[config.mk]
export PLATFORM = sky130hd
export DESIGN_NAME = enemy_pool_flat
export DESIGN_NICKNAME = d
export VERILOG_FILES = /design/src/rtl/enemy_pool_pkg.sv /design/src/rtl/enemy_pool_if.sv /design/src/rtl/enemy_spawn_ctrl.sv /design/src/rtl/enemy_pool.sv /design/src/flat_wrapper.sv
export SDC_FILE = /design/constraint.sdc
export NUM_CORES = 1
export LEC_CHECK = 0
export BUFFER_PORTS_ARGS = -buffer_cell sky130_fd_sc_hd__clkbuf_2
export CORE_MARGIN = 2
export CORE_UTILIZATION = 40
export CTS_CLUSTER_SIZE = 14
export DETAILED_ROUTE_END_ITERATION = 16
export PLACE_DENSITY = 0.64
export SLEW_MARGIN = 20
export SYNTH_ARGS = -nofsm -noshare
export SYNTH_HDL_FRONTEND = slang
export SYNTH_SLANG_ARGS = --single-unit
[constraint.sdc]
create_clock -name clk3 -period 2.7 [get_ports clk3]
set_input_delay 0.54 -clock clk3 [delete_from_list [all_inputs] [get_ports clk3]]
set_output_delay 0.54 -clock clk3 [all_outputs]
set_load 0.02 [all_outputs]
[src/rtl/enemy_pool_pkg.sv]
// Shared definitions for the obstacle pool: kind encodings, sprite sizes,
// vertical placement, LFSR seed/taps and spawner state encodings.
package enemy_pool_pkg;

  typedef enum logic [1:0] {
    KIND_SMALL = 2'd0,
    KIND_LARGE = 2'd1,
    KIND_BIRD  = 2'd2
  } kind_e;

  localparam logic [7:0] SMALL_W = 8'd17;
  localparam logic [7:0] SMALL_H = 8'd35;
  localparam logic [7:0] LARGE_W = 8'd25;
  localparam logic [7:0] LARGE_H = 8'd50;
  localparam logic [7:0] BIRD_W  = 8'd46;
  localparam logic [7:0] BIRD_H  = 8'd40;

  localparam int GROUND_Y    = 400;
  localparam int BIRD_Y_HIGH = 300;
  localparam int BIRD_Y_LOW  = 350;

  // Galois form of x^16 + x^14 + x^13 + x^11
  localparam logic [15:0] LFSR_SEED = 16'hACE1;
  localparam logic [15:0] LFSR_TAPS = 16'hB400;

  typedef enum logic {
    SP_GAP   = 1'b0,
    SP_ARMED = 1'b1
  } spawn_state_e;

  function automatic logic [15:0] lfsr_next(input logic [15:0] v);
    return {1'b0, v[15:1]} ^ (v[0] ? LFSR_TAPS : 16'h0000);
  endfunction

endpackage

[src/rtl/enemy_pool_if.sv]
// Obstacle pool bus: game control inputs (pause/clear) plus the flat
// per-slot buses consumed by the renderer and collision logic.
//   master : the pool (receives pause/clear, drives slot buses)
//   slave  : game/renderer side
interface enemy_pool_if #(
  parameter int SLOTS = 4,
  parameter int XW    = 10,
  parameter int YW    = 9
);
  logic                  pause;
  logic                  clear;
  logic [SLOTS-1:0]      obj_valid;
  logic [2*SLOTS-1:0]    obj_kind;
  logic [XW*SLOTS-1:0]   obj_x;
  logic [YW*SLOTS-1:0]   obj_y;
  logic [8*SLOTS-1:0]    obj_w;
  logic [8*SLOTS-1:0]    obj_h;
  logic [3:0]            speed;
  logic                  spawn_pulse;
  logic [7:0]            stall_cnt;

  modport master (
    input  pause, clear,
    output obj_valid, obj_kind, obj_x, obj_y, obj_w, obj_h,
    output speed, spawn_pulse, stall_cnt
  );

  modport slave (
    output pause, clear,
    input  obj_valid, obj_kind, obj_x, obj_y, obj_w, obj_h,
    input  speed, spawn_pulse, stall_cnt
  );
endinterface

[src/rtl/enemy_spawn_ctrl.sv]
// Spawn controller: LFSR, inter-spawn gap down-counter, GAP/ARMED FSM,
// kind/y/size selection for the next obstacle and the stall counter.
// Ports: clk3/reset, pause/clear, speed (current px/frame), slot_free
// (some slot is free this edge); outputs spawn_req (combinational, take
// the lowest free slot this edge) plus attributes, spawn_pulse, stall_cnt.
//
//   state    | meaning
//   SP_GAP   | counting gap_cnt down to 0 between spawns
//   SP_ARMED | spawn on the next edge with a free slot, else count a stall
module enemy_spawn_ctrl
  import enemy_pool_pkg::*;
#(
  parameter int YW         = 9,
  parameter int GAP_MIN    = 40,
  parameter int BIRD_SPEED = 4
) (
  input  logic          clk3,
  input  logic          reset,
  input  logic          pause,
  input  logic          clear,
  input  logic [3:0]    speed,
  input  logic          slot_free,
  output logic          spawn_req,
  output kind_e         spawn_kind,
  output logic [YW-1:0] spawn_y,
  output logic [7:0]    spawn_w,
  output logic [7:0]    spawn_h,
  output logic          spawn_pulse,
  output logic [7:0]    stall_cnt
);

  localparam int GW = $clog2(GAP_MIN + 64);

  spawn_state_e  state_q, state_d;
  logic [GW-1:0] gap_cnt_q, gap_cnt_d;
  logic [15:0]   lfsr_q, lfsr_d;
  logic [7:0]    stall_cnt_q, stall_cnt_d;
  logic          spawn_pulse_q, spawn_pulse_d;
  logic [GW-1:0] gap_load;

  assign gap_load = GW'(GAP_MIN) + GW'(lfsr_q[5:0]);

  always_comb begin
    state_d       = state_q;
    gap_cnt_d     = gap_cnt_q;
    lfsr_d        = lfsr_q;
    stall_cnt_d   = stall_cnt_q;
    spawn_pulse_d = 1'b0;
    spawn_req     = 1'b0;
    if (clear) begin
      state_d     = SP_GAP;
      gap_cnt_d   = GW'(GAP_MIN);
      stall_cnt_d = 8'd0;
    end else if (!pause) begin
      lfsr_d = lfsr_next(lfsr_q);
      case (state_q)
        SP_GAP: begin
          // gap_cnt can sit at 0 in GAP only when GAP_MIN is 0 out of reset
          if (gap_cnt_q <= GW'(1)) state_d = SP_ARMED;
          if (gap_cnt_q != '0) gap_cnt_d = gap_cnt_q - 1'b1;
        end
        SP_ARMED: begin
          if (slot_free) begin
            spawn_req     = 1'b1;
            spawn_pulse_d = 1'b1;
            gap_cnt_d     = gap_load;
            state_d       = (gap_load == '0) ? SP_ARMED : SP_GAP;
          end else if (stall_cnt_q != 8'hFF) begin
            stall_cnt_d = stall_cnt_q + 8'd1;
          end
        end
        default: state_d = SP_GAP;
      endcase
    end
  end

  // Attribute selection from the current (pre-advance) LFSR value
  always_comb begin
    spawn_kind = KIND_SMALL;
    spawn_w    = SMALL_W;
    spawn_h    = SMALL_H;
    spawn_y    = YW'(GROUND_Y - int'(SMALL_H));
    if (lfsr_q[1:0] == 2'd2 ||
        (lfsr_q[1:0] == 2'd3 && speed < 4'(BIRD_SPEED))) begin
      spawn_kind = KIND_LARGE;
      spawn_w    = LARGE_W;
      spawn_h    = LARGE_H;
      spawn_y    = YW'(GROUND_Y - int'(LARGE_H));
    end else if (lfsr_q[1:0] == 2'd3) begin
      spawn_kind = KIND_BIRD;
      spawn_w    = BIRD_W;
      spawn_h    = BIRD_H;
      spawn_y    = lfsr_q[2] ? YW'(BIRD_Y_HIGH) : YW'(BIRD_Y_LOW);
    end
  end

  always_ff @(posedge clk3 or negedge reset) begin
    if (!reset) begin
      state_q       <= SP_GAP;
      gap_cnt_q     <= GW'(GAP_MIN);
      lfsr_q        <= LFSR_SEED;
      stall_cnt_q   <= 8'd0;
      spawn_pulse_q <= 1'b0;
    end else begin
      state_q       <= state_d;
      gap_cnt_q     <= gap_cnt_d;
      lfsr_q        <= lfsr_d;
      stall_cnt_q   <= stall_cnt_d;
      spawn_pulse_q <= spawn_pulse_d;
    end
  end

  assign spawn_pulse = spawn_pulse_q;
  assign stall_cnt   = stall_cnt_q;

endmodule

[src/rtl/enemy_pool.sv]
// Obstacle pool for the dinosaur game. Each unpaused clk3 edge is a frame:
// active slots scroll left by the current speed and retire at the left
// edge; the spawn controller fills the lowest free slot.
// Ports: clk3 (frame clock), reset (async, active-low),
//        bus (enemy_pool_if.master: pause/clear in, slot buses,
//        speed, spawn_pulse, stall_cnt out).
module enemy_pool
  import enemy_pool_pkg::*;
#(
  parameter int SLOTS      = 4,
  parameter int XW         = 10,
  parameter int YW         = 9,
  parameter int SCREEN_W   = 640,
  parameter int SPEED_INIT = 2,
  parameter int SPEED_MAX  = 8,
  parameter int SPEED_STEP = 512,
  parameter int GAP_MIN    = 40,
  parameter int BIRD_SPEED = 4
) (
  input  logic         clk3,
  input  logic         reset,
  enemy_pool_if.master bus
);

  localparam int FW = (SPEED_STEP > 1) ? $clog2(SPEED_STEP) : 1;
  localparam int IW = (SLOTS > 1) ? $clog2(SLOTS) : 1;

  if (SCREEN_W >= (1 << XW)) begin : g_screen_w_check
    $error("SCREEN_W does not fit in XW bits");
  end

  logic [SLOTS-1:0]          valid_q, valid_d;
  logic [SLOTS-1:0][1:0]     kind_q, kind_d;
  logic [SLOTS-1:0][XW-1:0]  x_q, x_d;
  logic [SLOTS-1:0][YW-1:0]  y_q, y_d;
  logic [SLOTS-1:0][7:0]     w_q, w_d, h_q, h_d;
  logic [3:0]                speed_q, speed_d;
  logic [FW-1:0]             frame_cnt_q, frame_cnt_d;

  logic          free_any;
  logic [IW-1:0] free_idx;
  logic          spawn_req;
  kind_e         spawn_kind;
  logic [YW-1:0] spawn_y;
  logic [7:0]    spawn_w, spawn_h;
  logic [XW-1:0] spd_x;
  logic          frame_wrap;

  // Lowest-index free slot, from registered valid only: a slot retiring
  // on this edge becomes free on the next one.
  always_comb begin
    free_any = 1'b0;
    free_idx = '0;
    for (int i = SLOTS - 1; i >= 0; i--) begin
      if (!valid_q[i]) begin
        free_any = 1'b1;
        free_idx = IW'(i);
      end
    end
  end

  enemy_spawn_ctrl #(
    .YW        (YW),
    .GAP_MIN   (GAP_MIN),
    .BIRD_SPEED(BIRD_SPEED)
  ) u_spawn (
    .clk3       (clk3),
    .reset      (reset),
    .pause      (bus.pause),
    .clear      (bus.clear),
    .speed      (speed_q),
    .slot_free  (free_any),
    .spawn_req  (spawn_req),
    .spawn_kind (spawn_kind),
    .spawn_y    (spawn_y),
    .spawn_w    (spawn_w),
    .spawn_h    (spawn_h),
    .spawn_pulse(bus.spawn_pulse),
    .stall_cnt  (bus.stall_cnt)
  );

  assign spd_x      = XW'(speed_q);
  assign frame_wrap = (frame_cnt_q == FW'(SPEED_STEP - 1));

  always_comb begin
    valid_d     = valid_q;
    kind_d      = kind_q;
    x_d         = x_q;
    y_d         = y_q;
    w_d         = w_q;
    h_d         = h_q;
    speed_d     = speed_q;
    frame_cnt_d = frame_cnt_q;
    if (bus.clear) begin
      valid_d     = '0;
      kind_d      = '0;
      x_d         = '0;
      y_d         = '0;
      w_d         = '0;
      h_d         = '0;
      speed_d     = 4'(SPEED_INIT);
      frame_cnt_d = '0;
    end else if (!bus.pause) begin
      frame_cnt_d = frame_wrap ? '0 : frame_cnt_q + 1'b1;
      if (frame_wrap && speed_q < 4'(SPEED_MAX)) speed_d = speed_q + 4'd1;
      for (int i = 0; i < SLOTS; i++) begin
        if (valid_q[i]) begin
          if (x_q[i] < spd_x) valid_d[i] = 1'b0;
          else                x_d[i]     = x_q[i] - spd_x;
        end
      end
      // The spawn target was invalid, so it never collides with movement.
      if (spawn_req) begin
        valid_d[free_idx] = 1'b1;
        kind_d[free_idx]  = spawn_kind;
        x_d[free_idx]     = XW'(SCREEN_W);
        y_d[free_idx]     = spawn_y;
        w_d[free_idx]     = spawn_w;
        h_d[free_idx]     = spawn_h;
      end
    end
  end

  always_ff @(posedge clk3 or negedge reset) begin
    if (!reset) begin
      valid_q     <= '0;
      kind_q      <= '0;
      x_q         <= '0;
      y_q         <= '0;
      w_q         <= '0;
      h_q         <= '0;
      speed_q     <= 4'(SPEED_INIT);
      frame_cnt_q <= '0;
    end else begin
      valid_q     <= valid_d;
      kind_q      <= kind_d;
      x_q         <= x_d;
      y_q         <= y_d;
      w_q         <= w_d;
      h_q         <= h_d;
      speed_q     <= speed_d;
      frame_cnt_q <= frame_cnt_d;
    end
  end

  assign bus.obj_valid = valid_q;
  assign bus.obj_kind  = kind_q;
  assign bus.obj_x     = x_q;
  assign bus.obj_y     = y_q;
  assign bus.obj_w     = w_q;
  assign bus.obj_h     = h_q;
  assign bus.speed     = speed_q;

endmodule
[src/flat_wrapper.sv]
// flat-port wrapper written by rule: the top's interface ports become plain ports
module enemy_pool_flat import enemy_pool_pkg::*;
#(
  parameter int SLOTS      = 4,
  parameter int XW         = 10,
  parameter int YW         = 9,
  parameter int SCREEN_W   = 640,
  parameter int SPEED_INIT = 2,
  parameter int SPEED_MAX  = 8,
  parameter int SPEED_STEP = 512,
  parameter int GAP_MIN    = 40,
  parameter int BIRD_SPEED = 4
)
  (clk3, reset, bus_pause, bus_clear, bus_obj_valid, bus_obj_kind, bus_obj_x, bus_obj_y, bus_obj_w, bus_obj_h, bus_speed, bus_spawn_pulse, bus_stall_cnt);
  enemy_pool_if #(.SLOTS(SLOTS), .XW(XW), .YW(YW)) bus_i ();
  input  logic clk3;
  input  logic reset;
  input wire logic [$bits(bus_i.pause)-1:0] bus_pause;
  input wire logic [$bits(bus_i.clear)-1:0] bus_clear;
  output wire logic [$bits(bus_i.obj_valid)-1:0] bus_obj_valid;
  output wire logic [$bits(bus_i.obj_kind)-1:0] bus_obj_kind;
  output wire logic [$bits(bus_i.obj_x)-1:0] bus_obj_x;
  output wire logic [$bits(bus_i.obj_y)-1:0] bus_obj_y;
  output wire logic [$bits(bus_i.obj_w)-1:0] bus_obj_w;
  output wire logic [$bits(bus_i.obj_h)-1:0] bus_obj_h;
  output wire logic [$bits(bus_i.speed)-1:0] bus_speed;
  output wire logic [$bits(bus_i.spawn_pulse)-1:0] bus_spawn_pulse;
  output wire logic [$bits(bus_i.stall_cnt)-1:0] bus_stall_cnt;
  assign bus_i.pause = bus_pause;
  assign bus_i.clear = bus_clear;
  assign bus_obj_valid = bus_i.obj_valid;
  assign bus_obj_kind = bus_i.obj_kind;
  assign bus_obj_x = bus_i.obj_x;
  assign bus_obj_y = bus_i.obj_y;
  assign bus_obj_w = bus_i.obj_w;
  assign bus_obj_h = bus_i.obj_h;
  assign bus_speed = bus_i.speed;
  assign bus_spawn_pulse = bus_i.spawn_pulse;
  assign bus_stall_cnt = bus_i.stall_cnt;
  enemy_pool #(.SLOTS(SLOTS), .XW(XW), .YW(YW), .SCREEN_W(SCREEN_W), .SPEED_INIT(SPEED_INIT), .SPEED_MAX(SPEED_MAX), .SPEED_STEP(SPEED_STEP), .GAP_MIN(GAP_MIN), .BIRD_SPEED(BIRD_SPEED)) u_core (.clk3(clk3), .reset(reset), .bus(bus_i));
endmodule
======== After elaboration in Yosys (flattened, before gate mapping) ========
Index checks and enable logic that the tools add are counted.
word-level totals
  input port bits ......................... 4
  output and inout bits ................... 165
  flip-flop bits (word level) ............. 198
cells by class
  order comparisons ....................... 9
  equal/unequal tests ..................... 8
  add/subtract/negate cells ............... 9
  muxes and demuxes ....................... 108
  bitwise gates (word level) .............. 8
  reduce and logical (&&, ||, !) cells .... 15
operator list
  kind                                                            number
  32-bit two-way mux                                              6
  10-bit two-way mux                                              17
  40-bit two-way mux                                              3
  36-bit two-way mux                                              3
  8-bit two-way mux                                               9
  32-bit bitwise mux                                              2
  7-bit two-way mux                                               7
  10-bit by 4-bit less-than comparator with 1-bit output          4
  10-bit by 4-bit subtractor with 10-bit output                   4
  36-bit bitwise mux                                              1
  9-bit two-way mux                                               4
  32-bit AND                                                      1
  32-bit inverter                                                 1
  1-bit two-way mux                                               30
  4-bit two-way mux                                               7
  10-bit demux with 2-bit select                                  1
  9-bit demux with 2-bit select                                   1
  8-bit demux with 2-bit select                                   1
  16-bit two-way mux                                              1
  15-bit by 16-bit XOR with 16-bit output                         1
  2-bit two-way mux                                               7
  7-bit case mux with 2 select lines                              1
  6-bit two-way mux                                               2
  9-bit by 1-bit adder with 9-bit output (second input constant)  1
  other kinds (32)                                                42

======== Longest topological paths before layout ========
  depth after elaboration ................. 13
  depth in mapped cells ................... 10
  gate-level depth less buffers ........... 10

======== Hierarchy ========
A second synthesis with hierarchy kept.
second synthesis, totals
  cells, all modules ...................... 1059
  area total of the unflattened synthesis .. 9779.4 µm²
modules (own cells, without submodules)
  module            cells each  area an instance (µm²)  times used
  enemy_pool        865         7841.3                  1
  enemy_spawn_ctrl  194         1938.1                  1

======== Least setup slack after synthesis ========
Ideal clock, no wire load.
  path kind ............................... reg-to-reg
  from .................................... register u_core.speed_q[1] (netlist: u_core.bus.speed[1])
  to ...................................... register u_core.x_q (netlist bit u_core.bus.obj_x[29])
  slack ................................... 180 ps
  cell stages (with the launch flop) ...... 8
  arrival time ............................ 2451 ps
  period minus slack after synthesis ...... 2520 ps
  path through ............................ dfstp_2 -> inv_1 -> ha_1 -> nor2b_1 -> o31a_1 -> or4b_4 -> or3b_1 -> nand3_1
between the ends
  longest elaborated chain between the ends .. 9
RTL lines
  element                                                                                                                         RTL line                              source
  start: declaration                                                                                                              enemy_pool.sv:37                      logic [3:0] speed_q, speed_d;
  start signal: assignment                                                                                                        enemy_pool.sv:132                     speed_q <= 4'(SPEED_INIT);
  start signal: assignment                                                                                                        enemy_pool.sv:141                     speed_q <= speed_d;
  10-bit by 4-bit subtractor with 10-bit output / 10-bit by 4-bit less-than comparator with 1-bit output (equally long branches)  enemy_pool.sv:109, enemy_pool.sv:108
  10-bit two-way mux (*)                                                                                                          enemy_pool.sv:108                     if (x_q[i] < spd_x) valid_d[i] = 1'b0;
  10-bit two-way mux (*)                                                                                                          enemy_pool.sv:107                     if (valid_q[i]) begin
  10-bit two-way mux (*)                                                                                                          enemy_pool.sv:103                     end else if (!bus.pause) begin
  10-bit two-way mux (*)                                                                                                          enemy_pool.sv:94                      if (bus.clear) begin
  8-bit bitwise OR (no source line)                                                                                               -
  40-bit two-way mux (*)                                                                                                          enemy_pool.sv:113                     if (spawn_req) begin
  40-bit two-way mux (*)                                                                                                          enemy_pool.sv:103
  40-bit two-way mux (*)                                                                                                          enemy_pool.sv:94
  end signal: assignment                                                                                                          enemy_pool.sv:128                     x_q <= '0;
  end signal: assignment                                                                                                          enemy_pool.sv:137                     x_q <= x_d;
  end: declaration                                                                                                                enemy_pool.sv:34                      logic [SLOTS-1:0][XW-1:0] x_q, x_d;
Mark *: on every way between the ends. The rest lies on a longest branch, timed or not. The select of a mux whose other input is x is not followed.
A chain may end at the register's enable or synchronous reset.

======== Final worst setup path ========
  from .................................... register u_core.speed_q[1] (netlist: u_core.bus.speed[1])
  to ...................................... register u_core.x_q (netlist bit u_core.bus.obj_x[21])
between the ends
  longest elaborated chain between the ends .. 9
RTL lines
  element                                                                                                                         RTL line
  10-bit by 4-bit subtractor with 10-bit output / 10-bit by 4-bit less-than comparator with 1-bit output (equally long branches)  enemy_pool.sv:109, enemy_pool.sv:108
  10-bit two-way mux (*)                                                                                                          enemy_pool.sv:108
  10-bit two-way mux (*)                                                                                                          enemy_pool.sv:107
  10-bit two-way mux (*)                                                                                                          enemy_pool.sv:103
  10-bit two-way mux (*)                                                                                                          enemy_pool.sv:94
  32-bit AND (no source line)                                                                                                     -
  40-bit two-way mux (*)                                                                                                          enemy_pool.sv:113
  40-bit two-way mux (*)                                                                                                          enemy_pool.sv:103
  40-bit two-way mux (*)                                                                                                          enemy_pool.sv:94
Marked as above.

==> results.txt <==
----------------------------------------------------
[Place]
  HPWL reported at the end of detailed placement ... 12.7 mm
  Placer Congestion ... 0.859
  Total cell area at the placement stage ... 7750 µm²
  Quantity of I/O buffers inserted on ports ... 144
  Number of cells after detailed placement ... 1,099

[Worst setup path]
  Worst EP required ... 3050 ps
  Register-to-register setup slack ... 230 ps
  Crit-path max FO ... 6
  Cell-by-cell trace of the critical path ... inv_1, fa_1, a21o_1, a21oi_1, nand3b_1, a311oi_2, a22o_1
  Slowest library cell on the worst path ... dfstp_2
  Launching element type of the critical path ... register
  Crit. End Element ... register
  Stage delay of the slowest cell on the critical path ... 520 ps
  Crit Path Category ... register to register
  Data arrival time of the critical path ... 2820 ps

[Synthesis]
  Share of synthesized area occupied by flip-flops and latches ... 0.446
  Number of storage elements in the synthesis netlist ... 126
  Netlist area before placement ... 7100 µm²
  Most numerous cell types in the synthesized netlist ... dfrtp_1, nand2_1, buf_4
  Most used standard cell by instance count after synthesis ... dfrtp_1
  Syn Inst Count ... 780
  Total number of yosys warnings ... 0
  Most used DFF post-synth ... dfrtp_1
  Share of Yosys cell area claimed by the top area cell type ... 0.405
  Top area cells in the synthesized netlist ... dfrtp_1, buf_4, nand2_1
  Mean instance size in the synthesized netlist ... 9.10 µm²
  Number of synthesized flops with an enable pin ... 0
  Yosys cell types ... 69
  Fraction of registers with async set/reset ... 1.00
  Leading area contributor after synthesis ... dfrtp_1

[Global routing]
  Global-route wire length before repair ... 28.2 mm
  Pin count of the biggest net entering global routing ... 60
  Overall overflow remaining after global route ... 0
  Initial antenna violation count ... 0
  Via count of the first global-routing pass ... 5,476
  Global-route usage over all layers ... 0.193

[Power]
  Logic gate share of total power ... 0.088
  Power Dens Cells ... 578 nW/µm²
  LEAKAGE ... 0.00410 µW
  Clock power share ... 0.475
  Share of power burned in registers ... 0.437
  Worst supply voltage drop on vdd ... 0.441 mV
  Cell-internal power ... 3580 µW
  Switching share of total power ... 0.259
  Net switching component of the power ... 1250 µW

[CTS]
  Clock Pin Slew Worst Setup and Hold Paths ... 60 ps
  Clock latency reported for the late side of the worst-skew pair ... 420 ps
  Clock tree from TritonCTS ... built
  Maximum level of the CTS H-tree ... 4
  Buffer type at the clock tree root ... clkbuf_16
  Largest buffer count on any clock path ... 2
  Sink Count ... 126
  Post-CTS setup buffer count ... 0
  Number of buffers added by the clock tree synthesis step ... 17

[Floorplanning]
  Floorplan die width ... 137 µm
  Number of rows created at floorplan ... 48
  Die area ... 18,800 µm²
  Starting utilization of the core area ... 0.411
  Core Region ... 17,300 µm²
  Num ports ... 169
  Die H ... 137 µm

[Timing]
  Final period util ... 0.914
  Tightest slew margin relative to the limit ... 0.515
  Total negative slack ... 0 ps
  Final setup violating endpoints ... 0
  Highest clock frequency the design can meet ... 0.405 GHz
  Final worst hold slack ... 111 ps
  Number of slew-limit violations in the final report ... 0
  Number of hold violations in the final report ... 0
  Setup Skew ... 8.59 ps
  Actual slew at the worst max-slew pin ... 725 ps
  Setup repair after global routing missed its margin ... false
  Final min period ... 2470 ps

[Run]
  Count of max-cap constraint violations ... 0

[Route]
  Post-detailed-route count of antenna-violating nets ... 0
  Routed Wire Length ... 17.6 mm
  Vias ... 5,958
  Via-per-instance ratio ... 5.27
  Number of DRC violations after detailed routing ... 0
  Routed wirelength normalized by instance count ... 15.6 µm
  Pre-antenna DRT Iters ... 5
  1st-iter DRT viols ... 488

[Final layout]
  Number of inserted filler cells in the final layout ... 1,653
  Util after Layout ... 0.483
  Total inserted antenna cells ... 0
  Post-route cell area ... 8350 µm²
  Share of final-layout standard cells stronger than drive strength 1 ... 0.249
  Post-layout instance count excluding filler cells ... 1,131
  Synth-to-Final Area Change ... 17.6%
  Final net count ... 924

[Worst hold path]
  Class of the most critical hold timing path ... primary input to asynchronous set/reset pin

[Run status]
  Outcome ... finished, final reports clean

----------------------------------------------------
[critical path, delay by kind of cell (launching register included)]
kind / cells / cell delay, ps
adder cells (fa/ha/maj): 1 / 480
buffers and inverters: 1 / 130
flip-flops: 1 / 520
AND/OR/NAND/NOR: 1 / 190
AO/OA/AOI/OAI: 4 / 1080
[cells by family (layout without fill, tap and decap cells)]
family,after synthesis,count (layout),synth area share
AOI/OAI and AO/OA,192,192,0.168
DFF,126,126,0.446
and+or+nand+nor,283,283,0.196
other,1,24,0.000528
adders and majority gates,27,27,0.0518
buffers and inverters,126,229,0.106
muxes,4,4,0.00564
xor gates and xnor gates,21,21,0.0259
[layout by cell type (no fill, tap or decap), types with 8 or more instances in the layout]
cell	netlist	routed
nand3_1	18	18
clkbuf_16	0	17
a31oi_1	8	8
clkbuf_2	0	143
nor2b_1	9	9
nand2_1	100	100
nor3_1	22	22
ha_1	23	23
o2bb2ai_1	8	8
xnor2_1	15	15
conb_1	1	24
o21ai_0	60	60
nand2b_1	9	9
a21oi_1	54	54
nor2_1	65	65
inv_1	25	25
a22o_1	12	12
dfrtp_1	115	115
buf_4	72	27
dfstp_2	11	11
[power by group through the flow]
stage / Combinational [µW] / Clock, µW / Sequential (µW)
final: 426 / 2290 / 2110
after global routing: 489 / 2430 / 2120
after CTS: 429 / 2340 / 2110
after detailed placement: 425 / 0 / 2140
after global placement: 423 / 0 / 2140
after floorplan: 327 / 0 / 2110
[flip-flops by register name, summed over array words and instances (netlist names), 7 cells and up]
name	cells
u_core.frame_cnt_q	9
u_core.bus.obj_h	20
u_core.u_spawn.stall_cnt	8
u_core.bus.obj_y	12
u_core.u_spawn.gap_cnt_q	7
u_core.bus.obj_x	40
u_core.u_spawn.lfsr_q	16
[through the flow]
step,total power (µW),setup slack [ps]
final,4830,231
after global routing,5040,93.9
after CTS,4880,236
after detailed placement,2560,257
after global placement,2560,306
after floorplan,2440,180
[repair_timing]
action	4_1_cts	5_1_grt
setup endpoints to repair	0	4
hold buffers	0	0
gates resized for setup	0	1
endpoints found under the hold margin	0	0
[routing by layer]
layer / wire length [µm] / track usage / up-vias
li1: - / - / 2882
met1: 8320 / 0.271 / 2848
met2: 7970 / 0.295 / 210
met3: 1060 / 0.0449 / 18
met4: 240 / 0.0607 / 0
met5: 0 / 0 / -
[worst paths after layout]
kind | from | to | cells after the start
worst max-delay path | u_core.bus.speed[1]$_DFFE_PN1P_ | u_core.bus.obj_x[21]$_DFFE_PN0N_ | 7
worst min-delay path | reset | u_core.bus.obj_h[27]$_DFFE_PN0P_ | 1
worst min register to register | u_core.u_spawn.lfsr_q[7]$_DFFE_PN1P_ | u_core.u_spawn.lfsr_q[6]$_DFFE_PN1P_ | 2
max in group asynchronous | reset | u_core.u_spawn.gap_cnt_q[5]$_DFFE_PN1P_ | 2
min in group clk3 | u_core.u_spawn.lfsr_q[7]$_DFFE_PN1P_ | u_core.u_spawn.lfsr_q[6]$_DFFE_PN1P_ | 2
worst max register to register | u_core.bus.speed[1]$_DFFE_PN1P_ | u_core.bus.obj_x[21]$_DFFE_PN0N_ | 7
[area by class of cell]
type	instances	area (µm²)	share of cell area
repair buffers	171	938	0.112
clock buffers	21	460	0.0552
inverters	26	97.6	0.0117
well taps	225	282	0.0337
clock inverters	11	134	0.0160
flip-flops and latches	126	3170	0.379
multi-input cells	551	3270	0.392
No activity file was read; power rests on OpenSTA's default activity.
